`src/rtl/sm_pkg.sv`:
```
// Shared definitions for the state-machine command issuer: cs codes, opcodes,
// issuer FSM states and small decode helpers.
package sm_pkg;

  typedef enum logic [2:0] {
    CS_IDLE = 3'b000,
    CS_RUN  = 3'b001,
    CS_WAIT = 3'b010,
    CS_HALT = 3'b100
  } cs_e;

  typedef enum logic [1:0] {
    OP_START  = 2'b00,
    OP_RESUME = 2'b01,
    OP_STOP   = 2'b10,
    OP_RSVD   = 2'b11
  } op_e;

  typedef enum logic [1:0] {
    ST_IDLE,
    ST_DRIVE,
    ST_WAIT_ACK,
    ST_RESP
  } state_e;

  localparam int unsigned HOLD_W = 4;

  // cs code the controlled machine reports once a command has taken effect
  function automatic logic [2:0] expected_cs(input op_e op);
    logic [2:0] code;
    code = CS_RUN;
    if (op == OP_STOP) code = CS_HALT;
    return code;
  endfunction

  // one-hot strobe select, bit order {halt, cont, run}
  function automatic logic [2:0] strobe_sel(input op_e op);
    logic [2:0] sel;
    sel = '0;
    case (op)
      OP_START:  sel = 3'b001;
      OP_RESUME: sel = 3'b010;
      OP_STOP:   sel = 3'b100;
      default:   sel = '0;
    endcase
    return sel;
  endfunction

endpackage

```
`src/rtl/sm_pulse_stretch.sv`:
```
// Strobe hold: load a one-hot select, hold it for HOLD_CYCLES cycles as a
// registered level, flag the final held cycle on 'last'.
module sm_pulse_stretch
  import sm_pkg::*;
#(
  parameter int unsigned HOLD_CYCLES = 2
) (
  input  logic       clk,
  input  logic       reset,
  input  logic       load,
  input  logic [2:0] sel,
  output logic [2:0] pulse,
  output logic       last
);

  localparam logic [HOLD_W-1:0] HOLD = HOLD_W'(HOLD_CYCLES);

  logic [HOLD_W-1:0] cnt;

  always_ff @(posedge clk or negedge reset) begin
    if (!reset) begin
      cnt   <= '0;
      pulse <= '0;
    end else if (load) begin
      cnt   <= HOLD;
      pulse <= sel;
    end else if (cnt != '0) begin
      cnt <= cnt - 1'b1;
      if (cnt == HOLD_W'(1)) pulse <= '0;
    end
  end

  assign last = (cnt == HOLD_W'(1));

endmodule

```
`src/rtl/sm_cmd_issuer.sv`:
```
// Issues run/cont/halt strobes to a controlled state machine and waits for the
// matching cs acknowledge. Define SM_CMD_TIMEOUT_EN to bound the acknowledge wait.
module sm_cmd_issuer
  import sm_pkg::*;
#(
  parameter int unsigned HOLD_CYCLES = 2,
  parameter int unsigned ACK_TIMEOUT = 16
) (
  input  logic       clk,
  input  logic       reset,
  input  logic       req_valid,
  input  logic [1:0] req_op,
  output logic       req_ready,
  input  logic [2:0] cs,
  output logic       run,
  output logic       cont,
  output logic       halt,
  output logic       busy,
  output logic       done,
  output logic       err
);

  if (HOLD_CYCLES < 1 || HOLD_CYCLES > 15) begin : g_bad_hold
    $error("HOLD_CYCLES must be within 1..15");
  end
  if (ACK_TIMEOUT < 1 || ACK_TIMEOUT > 255) begin : g_bad_timeout
    $error("ACK_TIMEOUT must be within 1..255");
  end

  state_e state;
  op_e    op_q;
  logic   match_seen;
  logic   accept;
  logic   load;
  logic   cs_hit;
  logic   hold_last;

`ifdef SM_CMD_TIMEOUT_EN
  localparam logic [7:0] ACK_LAST = 8'(ACK_TIMEOUT - 1);
  logic [7:0] tcnt;
`endif

  assign accept = req_valid && req_ready;
  assign load   = accept && (op_e'(req_op) != OP_RSVD);
  assign cs_hit = (cs == expected_cs(op_q));

  sm_pulse_stretch #(
    .HOLD_CYCLES(HOLD_CYCLES)
  ) u_stretch (
    .clk   (clk),
    .reset (reset),
    .load  (load),
    .sel   (strobe_sel(op_e'(req_op))),
    .pulse ({halt, cont, run}),
    .last  (hold_last)
  );

  always_ff @(posedge clk or negedge reset) begin
    if (!reset) begin
      state      <= ST_IDLE;
      op_q       <= OP_START;
      match_seen <= 1'b0;
      req_ready  <= 1'b1;
      busy       <= 1'b0;
      done       <= 1'b0;
      err        <= 1'b0;
`ifdef SM_CMD_TIMEOUT_EN
      tcnt       <= '0;
`endif
    end else begin
      done <= 1'b0;
      err  <= 1'b0;
      case (state)
        ST_IDLE: begin
          if (accept) begin
            if (op_e'(req_op) == OP_RSVD) begin
              err <= 1'b1;
            end else begin
              op_q       <= op_e'(req_op);
              match_seen <= 1'b0;
              req_ready  <= 1'b0;
              busy       <= 1'b1;
              state      <= ST_DRIVE;
`ifdef SM_CMD_TIMEOUT_EN
              tcnt       <= '0;
`endif
            end
          end
        end
        ST_DRIVE: begin
          // an acknowledge arriving while the strobe is held is remembered
          if (cs_hit) match_seen <= 1'b1;
          if (hold_last) state <= ST_WAIT_ACK;
        end
        ST_WAIT_ACK: begin
          if (cs_hit || match_seen) begin
            done  <= 1'b1;
            state <= ST_RESP;
          end
`ifdef SM_CMD_TIMEOUT_EN
          else if (tcnt == ACK_LAST) begin
            err   <= 1'b1;
            state <= ST_RESP;
          end else begin
            tcnt <= tcnt + 8'd1;
          end
`endif
        end
        ST_RESP: begin
          req_ready <= 1'b1;
          busy      <= 1'b0;
          state     <= ST_IDLE;
        end
        default: begin
          req_ready <= 1'b1;
          busy      <= 1'b0;
          state     <= ST_IDLE;
        end
      endcase
    end
  end

endmodule

```
`config.mk`:
```
export PLATFORM = sky130hd
export DESIGN_NAME = sm_cmd_issuer
export DESIGN_NICKNAME = d
export VERILOG_FILES = /design/src/rtl/sm_pkg.sv /design/src/rtl/sm_pulse_stretch.sv /design/src/rtl/sm_cmd_issuer.sv
export SDC_FILE = /design/constraint.sdc
export NUM_CORES = 1
export LEC_CHECK = 0
export ABC_AREA = 1
export CAP_MARGIN = 15
export CORE_MARGIN = 2
export CORE_UTILIZATION = 41
export CTS_CLUSTER_SIZE = 40
export DETAILED_ROUTE_END_ITERATION = 16
export GPL_ROUTABILITY_DRIVEN = 1
export PLACE_DENSITY_LB_ADDON = 0.15
export SLEW_MARGIN = 20
export SYNTH_ARGS = -nofsm -noshare
export SYNTH_HDL_FRONTEND = slang
export SYNTH_SLANG_ARGS = --single-unit
export TNS_END_PERCENT = 30
```
`constraint.sdc`:
```
create_clock -name clk -period 1.6 [get_ports clk]
set_input_delay 0.48 -clock clk [delete_from_list [all_inputs] [get_ports clk]]
set_output_delay 0.48 -clock clk [all_outputs]
set_load 0.03 [all_outputs]
```
Word-level counts from Yosys, hierarchy flattened
Index checks and enable logic that the tools add are counted.
{ "word_totals": {"register_bits": 16, "inputBits": 8, "out_inout_bits": 7, "wordCells": 66} }
{ "classes": {"add_sub_neg": 1, "eq_ne": 15, "muxes": 25, "bitwise": 1, "reduce_logical": 15} }
{ "op_table": {"columns": ["operator", "count"], "rows": [
  ["$mux 3", 4],
  ["$ne 2x2->1 const B", 6],
  ["$eq 2x2->1 const B", 5],
  ["$mux 1", 10],
  ["$pmux 3 s3", 1],
  ["$mux 2", 4],
  ["$mux 4", 2],
  ["$pmux 2 s4", 1],
  ["$reduce_and 4->1", 2],
  ["$reduce_bool 2->1", 4],
  ["$pmux 1 s2", 3],
  ["$reduce_and 3->1", 2],
  ["$eq 2x1->1 const B", 2],
  ["$eq 4x1->1 const B", 1],
  ["$logic_not 2->1", 2],
  ["$reduce_bool 4->1", 1],
  ["$sub 4x1->4 const B", 1],
  ["$eq 3x3->1", 1],
  ["$logic_and 1x1->1", 2],
  ["$reduce_and 2->1", 1],
  ["$logic_or 1x1->1", 1],
  ["$not 1->1", 1]
]} }

Logic depth before layout (Yosys ltp)
Gate-level depths: netlist of the first run.
{ "logic_depth": {"ltp_word": 6, "depth_mapped": 8, "mapped_depth_nobuf": 8} }

Modules after synthesis
A second synthesis of the first run with hierarchy kept.
{ "unflattened": {"cells_unflattened": 113, "area_unflattened_um2": 875.8} }
{ "by_module_without_submodules": {"columns": ["module", "instances", "cells_per_inst", "area_each_um2", "seq_area_each_um2"], "rows": [
  ["sm_cmd_issuer", 1, 71, 529.3, 226.5],
  ["sm_pulse_stretch", 1, 42, 346.6, 175.2]
]} }

Worst setup path after synthesis of the first run
No wires, ideal clock.
{ "synth_timing": {"kind": "register to register", "from": "register req_ready", "to": "register state[0]", "setup_ps": 117, "t_arrival_ps": 1171, "t_required_ps": 1483, "path_slack_ps": 312, "path_stages_with_launch": 8, "n_path_buf": 0, "period_less_slack_ps": 1288, "path_cell_list": "dfstp_2 -> nand3_4 -> nand2_4 -> inv_2 -> nor2_4 -> nand2_2 -> nand2_1 -> nand2_1"} }
{ "synth_via": {"elab_chain_cells": 3} }
{ "synth_rtl": {"columns": ["element", "line", "rtl"], "rows": [
  ["start: declaration", "sm_cmd_issuer.sv:13", "output logic req_ready,"],
  ["start signal: assignment", "sm_cmd_issuer.sv:63", "req_ready <= 1'b1;"],
  ["start signal: assignment", "sm_cmd_issuer.sv:81", "req_ready <= 1'b0;"],
  ["start signal: assignment", "sm_cmd_issuer.sv:110", "req_ready <= 1'b1;"],
  ["$logic_and 1x1->1", "sm_cmd_issuer.sv:43", "assign accept = req_valid && req_ready;"],
  ["$ne 2x2->1 (no line)", null, null],
  ["$reduce_and 4->1 (no line)", null, null],
  ["end signal: assignment", "sm_cmd_issuer.sv:60", "state <= ST_IDLE;"],
  ["end signal: assignment", "sm_cmd_issuer.sv:83", "state <= ST_DRIVE;"],
  ["end signal: assignment", "sm_cmd_issuer.sv:93", "if (hold_last) state <= ST_WAIT_ACK;"],
  ["end: declaration", "sm_cmd_issuer.sv:30", "state_e state;"]
]} }
No other way between the ends.
A chain may end at the register's enable or synchronous reset.

Worst setup path after layout of the first run
{ "layout_timing": {"from": "register u_stretch.pulse[2]", "to": "output port halt"} }
{ "layout_lines": {"columns": ["element", "line", "rtl"], "rows": [
  ["start: declaration", "sm_pulse_stretch.sv:12", "output logic [2:0] pulse,"],
  ["start signal: assignment", "sm_pulse_stretch.sv:26", "pulse <= sel;"],
  ["end: declaration", "sm_cmd_issuer.sv:17", "output logic halt,"]
]} }
No word-level cell between the ends.

==> run summary, run 1 <==
Via-to-Cell Ratio - 4.62
M1 WL - 741 µm
Setup crit start kind - flip-flop
Initial core utilization - 43.7%
Slew Limit Fails - 0
Setup TNS - 0 ns
Most frequent cell after synthesis - nand2_1
Gpl congestion - 0.776
Pwr per Cell Area - 649 nW/µm²
# IOs - 15
Die Wd - 49.7 µm
Mapped Nets - 112
Synth Cell Area - 857 µm²
CTS Root Cell - clkbuf_4
Number of CTS-inserted buffers - 3
Final worst slack - 0.0619 ns
Post-synth EDFFs - 0
CP max FO - 2
First-pass GRT wire length - 2.84 mm
Clk buf depth - 2
Post-synth top area cell - dfrtp_1
Row cnt - 16
Most frequent cells after synthesis - nand2_1 (21), inv_1 (16), dfrtp_1 (15)
Flops & latches, synth - 16
DRT iter0 DRCs - 9
Share of layout cells above drive strength 1 - 18.2%
Uppermost layer routed - met4
Crit path max-delay cell type - dlygate4sd2_1
CTS tree - yes
Final min period - 1.54 ns
RSZ-0062 raised after global routing - no
Area delta synth->final - 27.7%
Clk Latency, worst-skew pair - 0.28 ns
Critical path buffers and inverters - 1
Worst Tran Pin Value - 0.308 ns
Antenna-violating nets left - 0
Post-cts sizing count - 6
Headroom to the max-slew limit - 79.5%
Chip height - 49.7 µm
Placed insts - 144
Clock skew - 0.000874 ns
Area share of the largest cell type after synthesis - 43.8%
P_leak - 0.589 nW
Post-CTS setup buffers - 0
Worst Setup End Kind - output port
Maximum VDD drop - 357 µV
Port Buffers - 14
Synth unique cells - 22
Non-filler instance count after layout - 148
Fmax - 650 MHz
Vias in the first global route - 684
Initial DRT Pass Iterations - 4
Htree depth - 1
Final Routed Wirelength - 1.53 mm
Mapped Cells - 98
WS Path Type - reg2out
# setup viols final - 0
Worst setup path start - u_stretch.pulse[2]
Ys async rst share - 100%
Met3 WL - 53 µm
Core Region - 1960 µm²
Clock sink total - 16
Avg WL per Cell - 10.4 µm
Nets - 136
Maxcap violations - 0
Die area - 2470 µm²
Clock transition at the registers of the reported paths - 0.09 ns
Tot GR Track Use - 15.1%
Largest net degree at the start of global routing - 12
Outcome - completed
Cts hold-fix bufs - 0
Total power - 711 µW
Final Cycle Share - 96.1%
Initial antenna violation count - 0
N_diodes - 0
DRC violations left - 0
Hold crit path type - in2async
CP cell instances - dlygate4sd2_1
Crit-path max cell delay - 0.40 ns
WL met2 - 709 µm
Post-synth top flop - dfrtp_1
Largest cells by area after synthesis - dfrtp_1 (44%), nand2_1 (9.2%), ha_1 (8.8%)
Synthesized area per cell - 8.75 µm²
Hpwl dp - 1.25 mm
Crit path required time - 1.12 ns
GR Overflow Total - 0
Sequential area share after synthesis - 46.9%
Final hold violation count - 0
Reg-to-reg startpoint - u_stretch.cnt[1]
Yosys warnings - 0
Place WS - -0.101 ns
Via count - 684
CP delay by family, top - buffers and inverters
Worst EP arrival - 1.06 ns
power breakdown:
group          switching [mW]  internal, mW  total, mW
clock network           0.126         0.139      0.264
logic                  0.0196        0.0224     0.0420
registers                   0         0.404      0.404
total                   0.145         0.565      0.711
path summary, 6_finish.rpt:
kind	to	slack (ns)	depth (start not counted)
max	halt	0.06	1
min	err	0.41	1
max reg2reg	state[0]	0.23	8
min reg2reg	busy	0.51	1
max in group asynchronous	done	0.77	2
min in group clk	busy	0.51	1
logic make-up (layout without fill, tap and decap cells):
family | Yosys count | in the layout | share of synthesized area (%)
AO/OA/AOI/OAI | 8 | 8 | 5.99
XOR/XNOR | 2 | 2 | 2.04
adder cells (fa/ha/maj) | 6 | 6 | 8.76
buffers and inverters | 19 | 42 | 8.32
flip-flops | 16 | 16 | 46.9
AND/OR/NAND/NOR | 47 | 47 | 28.0
stage by stage:
stage          util (%)  hold slack [ns]  instance area [µm²]
6_report           55.8            0.414                 1090
3_5_place_dp       54.3            0.483                 1070
5_1_grt            55.8            0.437                 1090
3_3_place_gp       54.3            0.489                 1070
2_1_floorplan         -            0.184                  857
4_1_cts            55.8            0.420                 1090
layout by cell type, fill, tap and decap left out, drive strengths merged:
cell type and count:
dfrtp 15, ha 6, clkdlybuf4s50 7, o22ai 1
a21oi 1, o31ai 2, nor3 3, o21ai 2
nor2 9, o21a 1, buf 6, clkbuf 4
xnor2 2, dlygate4sd2 6, nand3 9, dfstp 1
nor3b 1, inv 19, nand2 25, a22oi 1
state kept, by name (all words and copies together), names as in the netlist, 2 cells and up:
register	count
op_q	2
state	2
u_stretch.pulse	3
u_stretch.cnt	4
routing by layer:
metal	global-route usage, %	vias up
met5	0	-
met4	6.94	0
met3	2.73	4
met2	24.7	12
met1	19.4	316
li1	-	352
final cells by class:
cell class	instances	area (µm²)
inverter	19	71.3
sequential	16	402
fill	196	867
clock buffer	4	36.3
tap	27	33.8
timing repair buffer	19	168
multi-input combinational	63	384
(Power assumes the default switching activity.)
==> run 2, diff against run 1 <==
--- a/config.mk
+++ b/config.mk
@@ -9,5 +9,5 @@
 export CAP_MARGIN = 15
 export CORE_MARGIN = 2
-export CORE_UTILIZATION = 41
+export CORE_UTILIZATION = 50
 export CTS_CLUSTER_SIZE = 40
 export DETAILED_ROUTE_END_ITERATION = 16
==> constraint.sdc (replaced) <==
create_clock -name clk -period 1.6 [get_ports clk]
set_input_delay 0.32 -clock clk [delete_from_list [all_inputs] [get_ports clk]]
set_output_delay 0.32 -clock clk [all_outputs]
set_load 0.03 [all_outputs]
==> run 2 against run 1 <==
Effect of this change:
- die area fell by 17%
- sequential share of layout area grew 0.55 points
- register-to-register slack improved by 0.02 ns
- maximum frequency is 1.1% lower
- worst hold slack lost 0.17 ns
- clock power up 3%
- clock skew increased by 0.0011 ns
- first-iteration DRC count down 11%
- non-clock buffer count down 1
- via count decreased by 2.6%
- routed wire length increased by 4.0%
- sequential power hardly changed
- critical path type unchanged
- critical endpoint is now req_ready
- largest cell class unchanged
==> run summary, run 2 (synthesis gave the netlist of run 1 again) <==
Final min period - 1.56 ns (+0.0169 ns)
P_leak - 0.603 nW (+2.3%)
Slew Limit Fails - 0 (unchanged)
Initial antenna violation count - 0 (unchanged)
Final Routed Wirelength - 1.60 mm (+4.0%)
Core Region - 1560 µm² (-21%)
Row cnt - 14 (-2)
Worst setup path start - req_ready
Chip height - 45.4 µm (-8.7%)
Non-filler instance count after layout - 136 (-8.1%)
Largest register by flop count - u_stretch.cnt
Final hold violation count - 0 (unchanged)
Nets - 135 (-0.74%)
DRT iter0 DRCs - 8 (-1)
Regs by FF count - u_stretch.cnt: 4 flops, u_stretch.pulse: 3 flops
Vias in the first global route - 644 (-5.8%)
P_sw - 152 µW (+4.6%)
Clock skew - 0.00199 ns (+0.00112 ns)
Share of layout cells above drive strength 1 - 16.7% (-1.5 points)
Clk buf depth - 2 (unchanged)
Post-CTS setup buffers - 0 (unchanged)
Htree depth - 1 (unchanged)
# IOs - 15 (unchanged)
Area delta synth->final - 25.8%
Critical path buffers and inverters - 1 (unchanged)
Largest net degree at the start of global routing - 12 (unchanged)
Die area - 2060 µm² (-17%)
Clock sink total - 16 (unchanged)
WS Path Type - reg2out
Port Buffers - 14 (unchanged)
Sw frac - 21.2% (+0.78 points)
Headroom to the max-slew limit - 79.1% (-0.47 points)
Hpwl dp - 1.23 mm (-1.5%)
Post-Layout Inst Area - 1080 µm² (-1.5%)
Most frequent cells in the layout - nand2_1 (21), inv_1 (16), dfrtp_1 (15)
Crit-path max cell delay - 0.54 ns (+0.14 ns)
Clock transition at the registers of the reported paths - 0.09 ns (about the same)
Cts hold-fix bufs - 0 (unchanged)
Most common cell after layout, fill and taps aside - nand2_1
Maximum VDD drop - 461 µV (+29%)
Int Pwr - 564 µW (-0.21%)
Maxcap violations - 0 (unchanged)
Worst Setup End Kind - output port
Setup TNS - 0 ns (unchanged)
Via count - 666 (-2.6%)
Pwr per Cell Area - 664 nW/µm² (+2.3%)
Initial core utilization - 55.0% (+11 points)
Crit path required time - 1.28 ns (+0.16 ns)
CTS Root Cell - clkbuf_4
Die Wd - 45.4 µm (-8.7%)
CP max FO - 2 (unchanged)
Final Cycle Share - 97.2% (+1.1 points)
Placed insts - 132 (-8.3%)
Crit path max-delay cell type - dfstp_2
Outcome - completed
Avg WL per Cell - 11.7 µm (+13%)
DRC violations left - 0 (unchanged)
Initial DRT Pass Iterations - 4 (unchanged)
N_diodes - 0 (unchanged)
Clock share of power - 38.0% (+0.8 points)
First-pass GRT wire length - 2.61 mm (-8.0%)
Fillers - 134 (-32%)
Worst hold margin - 0.247 ns (-0.167 ns)
Core Util, Final - 69.2% (+13 points)
CP delay by family, top - flip-flops
Number of CTS-inserted buffers - 3 (unchanged)
# setup viols final - 0 (unchanged)
Via-to-Cell Ratio - 4.90 (+6.0%)
Post-DP Area - 1050 µm² (-1.8%)
CP cell instances - dlygate4sd2_1
Fmax - 643 MHz (-1.1%)
Setup crit start kind - flip-flop
Antenna-violating nets left - 0 (unchanged)
GR Overflow Total - 0 (unchanged)
Worst Tran Pin Value - 0.313 ns (+0.00525 ns)
Largest register FFs - 4 (unchanged)
RSZ-0062 raised after global routing - no
Multi-input logic area - 384 µm² (unchanged)
Sequential power share - 56.4% (-0.5 points)
Tot GR Track Use - 18.3% (+3.2 points)
Gpl congestion - 0.798 (+2.9%)
Hold crit path type - in2async
Clk Latency, worst-skew pair - 0.29 ns (about the same)
Sequential cell area - 402 µm² (unchanged)
Combinational cell fraction of total power - 5.6% (-0.3 points)
CTS tree - yes
Reg-to-reg startpoint - u_stretch.cnt[1]
Worst EP arrival - 1.24 ns (+0.18 ns)
run 2: changes by cell type in the layout (fill, tap and decap cells not counted), sizes merged:
cell and delta:
buf -2, dlymetal6s2s +1
run 2: cell type report:
cell class | count | area share, %
sequential | 16 | 37.2
inverter | 19 | 6.61
timing repair buffer | 18 | 15.3
clock buffer | 4 | 3.36
multi-input combinational | 63 | 35.6
tap | 16 | 1.86
run 2: layer usage:
metal / share of wire, % / vias to the layer above / track usage (%)
met1: 49 / 296 / 23.6
met2: 44 / 13 / 28.5
met3: 3.8 / 5 / 3.57
li1: - / 352 / -
met5: 0 / - / 0
met4: 2.5 / 0 / 10.6
run 2: path summary, 6_finish.rpt:
check / end / cells past startpoint / slack (ns)
min reg2reg: busy / 1 / 0.51
min: err / 1 / 0.25
min in group clk: busy / 1 / 0.51
max: req_ready / 1 / 0.04
max in group asynchronous: done / 2 / 0.92
max reg2reg: state[0] / 8 / 0.25
run 2: per-stage QoR:
step | worst slack (ns) | total power, mW
floorplan | 0.312 | 0.420
CTS | 0.00494 | 0.717
finish | 0.0450 | 0.716
detailed placement | 0.0672 | 0.453
global route | 0.0190 | 0.738
global placement | 0.106 | 0.452
run 2: power groups by stage:
stage	sequential (mW)	combinational [mW]	clock, mW
3_5_place_dp	0.412	0.0407	0
3_3_place_gp	0.412	0.0401	0
4_1_cts	0.404	0.0410	0.272
5_1_grt	0.404	0.0446	0.289
2_1_floorplan	0.412	0.00746	0
6_report	0.404	0.0401	0.272
run 2: timing repair:
item	CTS	global route
setup endpoints to repair	6	1
hold endpoints to repair	0	0
gates resized for setup	6	1
==> run 3, diff against run 2 <==
CORE_UTILIZATION = 45   (was 50)
GPL_ROUTABILITY_DRIVEN = 0   (was 1)
clock period = 1.28 ns   (was 1.6 ns; I/O delays follow)
==> run 3 against run 2 <==
Effect of this change:
- routed wire length increased by 12%
- via count rose by 10%
- the flow now finishes with violations (negative setup slack)
- utilization fell by 2.2 points
- clock power increased by 25%
- highest routed layer unchanged
- flip-flop and latch count is the same
- clock-buffer cell count is the same
- die area is 10% higher
- sequential power increased by 25%
- largest cell class is now multi-input gates
- first-iteration DRC count rose by 75%
- critical path type is now reg2reg
- non-clock buffer count rose by 8
- critical path depth grew 7
- cell count up 13%
==> run summary, run 3 (synthesis gave the netlist of run 1 again) <==
Cts hold-fix bufs - 0 (unchanged)
CP cell instances - buf_4 > nand3_4 > nand2_4 > inv_2 > nor2_4 > nand2_2 > nand2_1 > nand2_1
Setup crit start kind - flip-flop
DRT iter0 DRCs - 14 (+6)
Crit path required time - 1.47 ns (+0.19 ns)
Fillers - 161 (+20%)
Clk buf depth - 2 (unchanged)
Total power - 901 µW (+26%)
Tot GR Track Use - 17.6% (-0.67 points)
Top cell by count, worst path - nand2_1
Fmax - 756 MHz
Hold crit path type - in2async
Multi-input logic area - 420 µm² (+9.4%)
Avg WL per Cell - 11.7 µm (-0.58%)
Pwr per Cell Area - 763 nW/µm² (+15%)
Clock sink total - 16 (unchanged)
Most common cell after layout, fill and taps aside - nand2_1
Final Routed Wirelength - 1.78 mm (+12%)
Final min period - 1.32 ns
Clock skew - 0.00358 ns (+0.00159 ns)
Initial core utilization - 48.6% (-6.4 points)
Outcome - finished, violations left
WS Path Type - reg2reg
Combinational cell fraction of total power - 6.2% (+0.6 points)
Worst Tran Pin Value - 0.223 ns (-0.0901 ns)
DRC violations left - 0 (unchanged)
Area delta synth->final - 37.8%
Place WS - -0.166 ns (-0.233 ns)
# setup viols final - 5 (+5)
Most frequent cells in the layout - nand2_1 (18), inv_1 (15), dfrtp_1 (14), buf_4 (14), nand3_1 (8)
Sequential cell area - 403 µm² (+0.31%)
Largest net degree at the start of global routing - 17 (+5)
Int Pwr - 709 µW (+26%)
Largest register by flop count - u_stretch.cnt
Core Region - 1760 µm² (+13%)
Regs by FF count - u_stretch.cnt: 4 flops, u_stretch.pulse: 3 flops
Vias in the first global route - 690 (+7.1%)
Initial DRT Pass Iterations - 6 (+2)
Final hold violation count - 0 (unchanged)
Final worst slack - -0.0420 ns (-0.0870 ns)
Row cnt - 15 (+1)
Via-to-Cell Ratio - 4.79 (-2.2%)
Sequential power share - 56.1% (-0.3 points)
GR Overflow Total - 0 (unchanged)
Worst EP arrival - 1.51 ns (+0.27 ns)
Hpwl dp - 1.23 mm (+0.51%)
Failing checks - negative setup slack
P_leak - 0.605 nW (+0.36%)
Clk Latency, worst-skew pair - 0.29 ns (about the same)
Die area - 2270 µm² (+10%)
Worst Setup End Kind - flip-flop
CP max FO - 4 (+2)
R2R Path End - state[0]
Worst R2R Setup Slack - -0.04 ns (-0.29 ns)
Number of CTS-inserted buffers - 3 (unchanged)
Nets - 143 (+5.9%)
Clock share of power - 37.7% (-0.3 points)
Antenna-violating nets left - 0 (unchanged)
N_diodes - 0 (unchanged)
CTS tree - yes
Crit-path max cell delay - 0.56 ns (+0.02 ns)
Slew Limit Fails - 0 (unchanged)
Htree depth - 1 (unchanged)
Worst R2R Path Depth - 8 (unchanged)
Chip height - 47.6 µm (+4.9%)
Headroom to the max-slew limit - 85.0% (+5.9 points)
Reg-to-reg startpoint - req_ready
Die Wd - 47.6 µm (+4.9%)
Share of layout cells above drive strength 1 - 34.4% (+18 points)
Clock transition at the registers of the reported paths - 0.09 ns (about the same)
Initial antenna violation count - 0 (unchanged)
Maxcap violations - 0 (unchanged)
Via count - 733 (+10%)
Final Cycle Share - 103%
First-pass GRT wire length - 2.78 mm (+6.6%)
# IOs - 15 (unchanged)
CTS Root Cell - clkbuf_4
Port Buffers - 14 (unchanged)
Maximum VDD drop - 590 µV (+28%)
RSZ-0062 raised after global routing - yes
Crit path max-delay cell type - dfstp_2
Largest register FFs - 4 (unchanged)
Sw frac - 21.3% (+0.096 points)
P_sw - 192 µW (+26%)
## run 3: cell count changes in the layout (fill, tap and decap cells not counted), moves of 2 or more
| cell | previous run | this run |
|---|---|---|
| buf_4 | 4 | 14 |
| clkbuf_2 | 0 | 2 |
| ha_1 | 6 | 4 |
| nand2_2 | 3 | 6 |
| dlygate4sd2_1 | 6 | 0 |
| buf_6 | 0 | 2 |
| nand2_1 | 21 | 18 |
## run 3: routing by layer
layer	track usage, %	vias up	part of all wire, %
met3	2.26	7	4.0
li1	-	365	-
met4	8.11	0	2.7
met1	22.0	342	45
met2	30.3	19	48
met5	0	-	0
## run 3: worst max-delay path: cells and delay by family (launching register included)
family | cells | cell delay (ns)
flip-flops | 1 | 0.56
AND/OR/NAND/NOR | 6 | 0.49
buffers and inverters | 2 | 0.16
## run 3: worst max-delay path by stage
stage | slack [ns] | endpoint | depth (start not counted) | start
2_1_floorplan | 0.005 | state[0] | 7 | req_ready
4_1_cts | -0.03 | req_ready | 2 | req_ready
3_3_place_gp | -0.14 | busy | 7 | req_op[1]
5_1_grt | -0.11 | state[1] | 8 | u_stretch.cnt[1]
6_report | -0.04 | state[0] | 8 | req_ready
3_5_place_dp | -0.17 | state[0] | 9 | req_op[1]
## run 3: per-stage QoR
stage	instances	area (µm²)	setup TNS, ns	util [%]	hold slack, ns
2_1_floorplan	98	857	0	-	-0.0396
3_3_place_gp	146	1090	-0.929	61.6	0.489
3_5_place_dp	146	1090	-1.23	61.6	0.488
4_1_cts	152	1160	-0.0467	65.6	0.272
5_1_grt	153	1180	-0.440	67.0	0.287
6_report	153	1180	-0.117	67.0	0.268
## run 3: area by class of cell
class	count	area share (%)
clock buffers	4	3.07
inverters	19	6.04
repair buffers	26	18.5
multi-input cells	63	35.6
well taps	25	2.65
flip-flops and latches	16	34.1
## run 3: timing repair
item / CTS / global route
endpoints found under the hold margin: 0 / 0
setup buffers: 2 / 1
endpoints found under the setup margin: 6 / 10
gates cloned: 0 / 0
gates resized for setup: 13 / 9
pin swaps: 2 / 0
## run 3: power groups by stage
stage | clock [mW] | sequential, mW | combinational (mW)
after global routing | 0.366 | 0.505 | 0.0621
after CTS | 0.350 | 0.505 | 0.0563
after floorplan | 0 | 0.515 | 0.00937
final | 0.340 | 0.505 | 0.0562
after detailed placement | 0 | 0.515 | 0.0562
after global placement | 0 | 0.515 | 0.0548
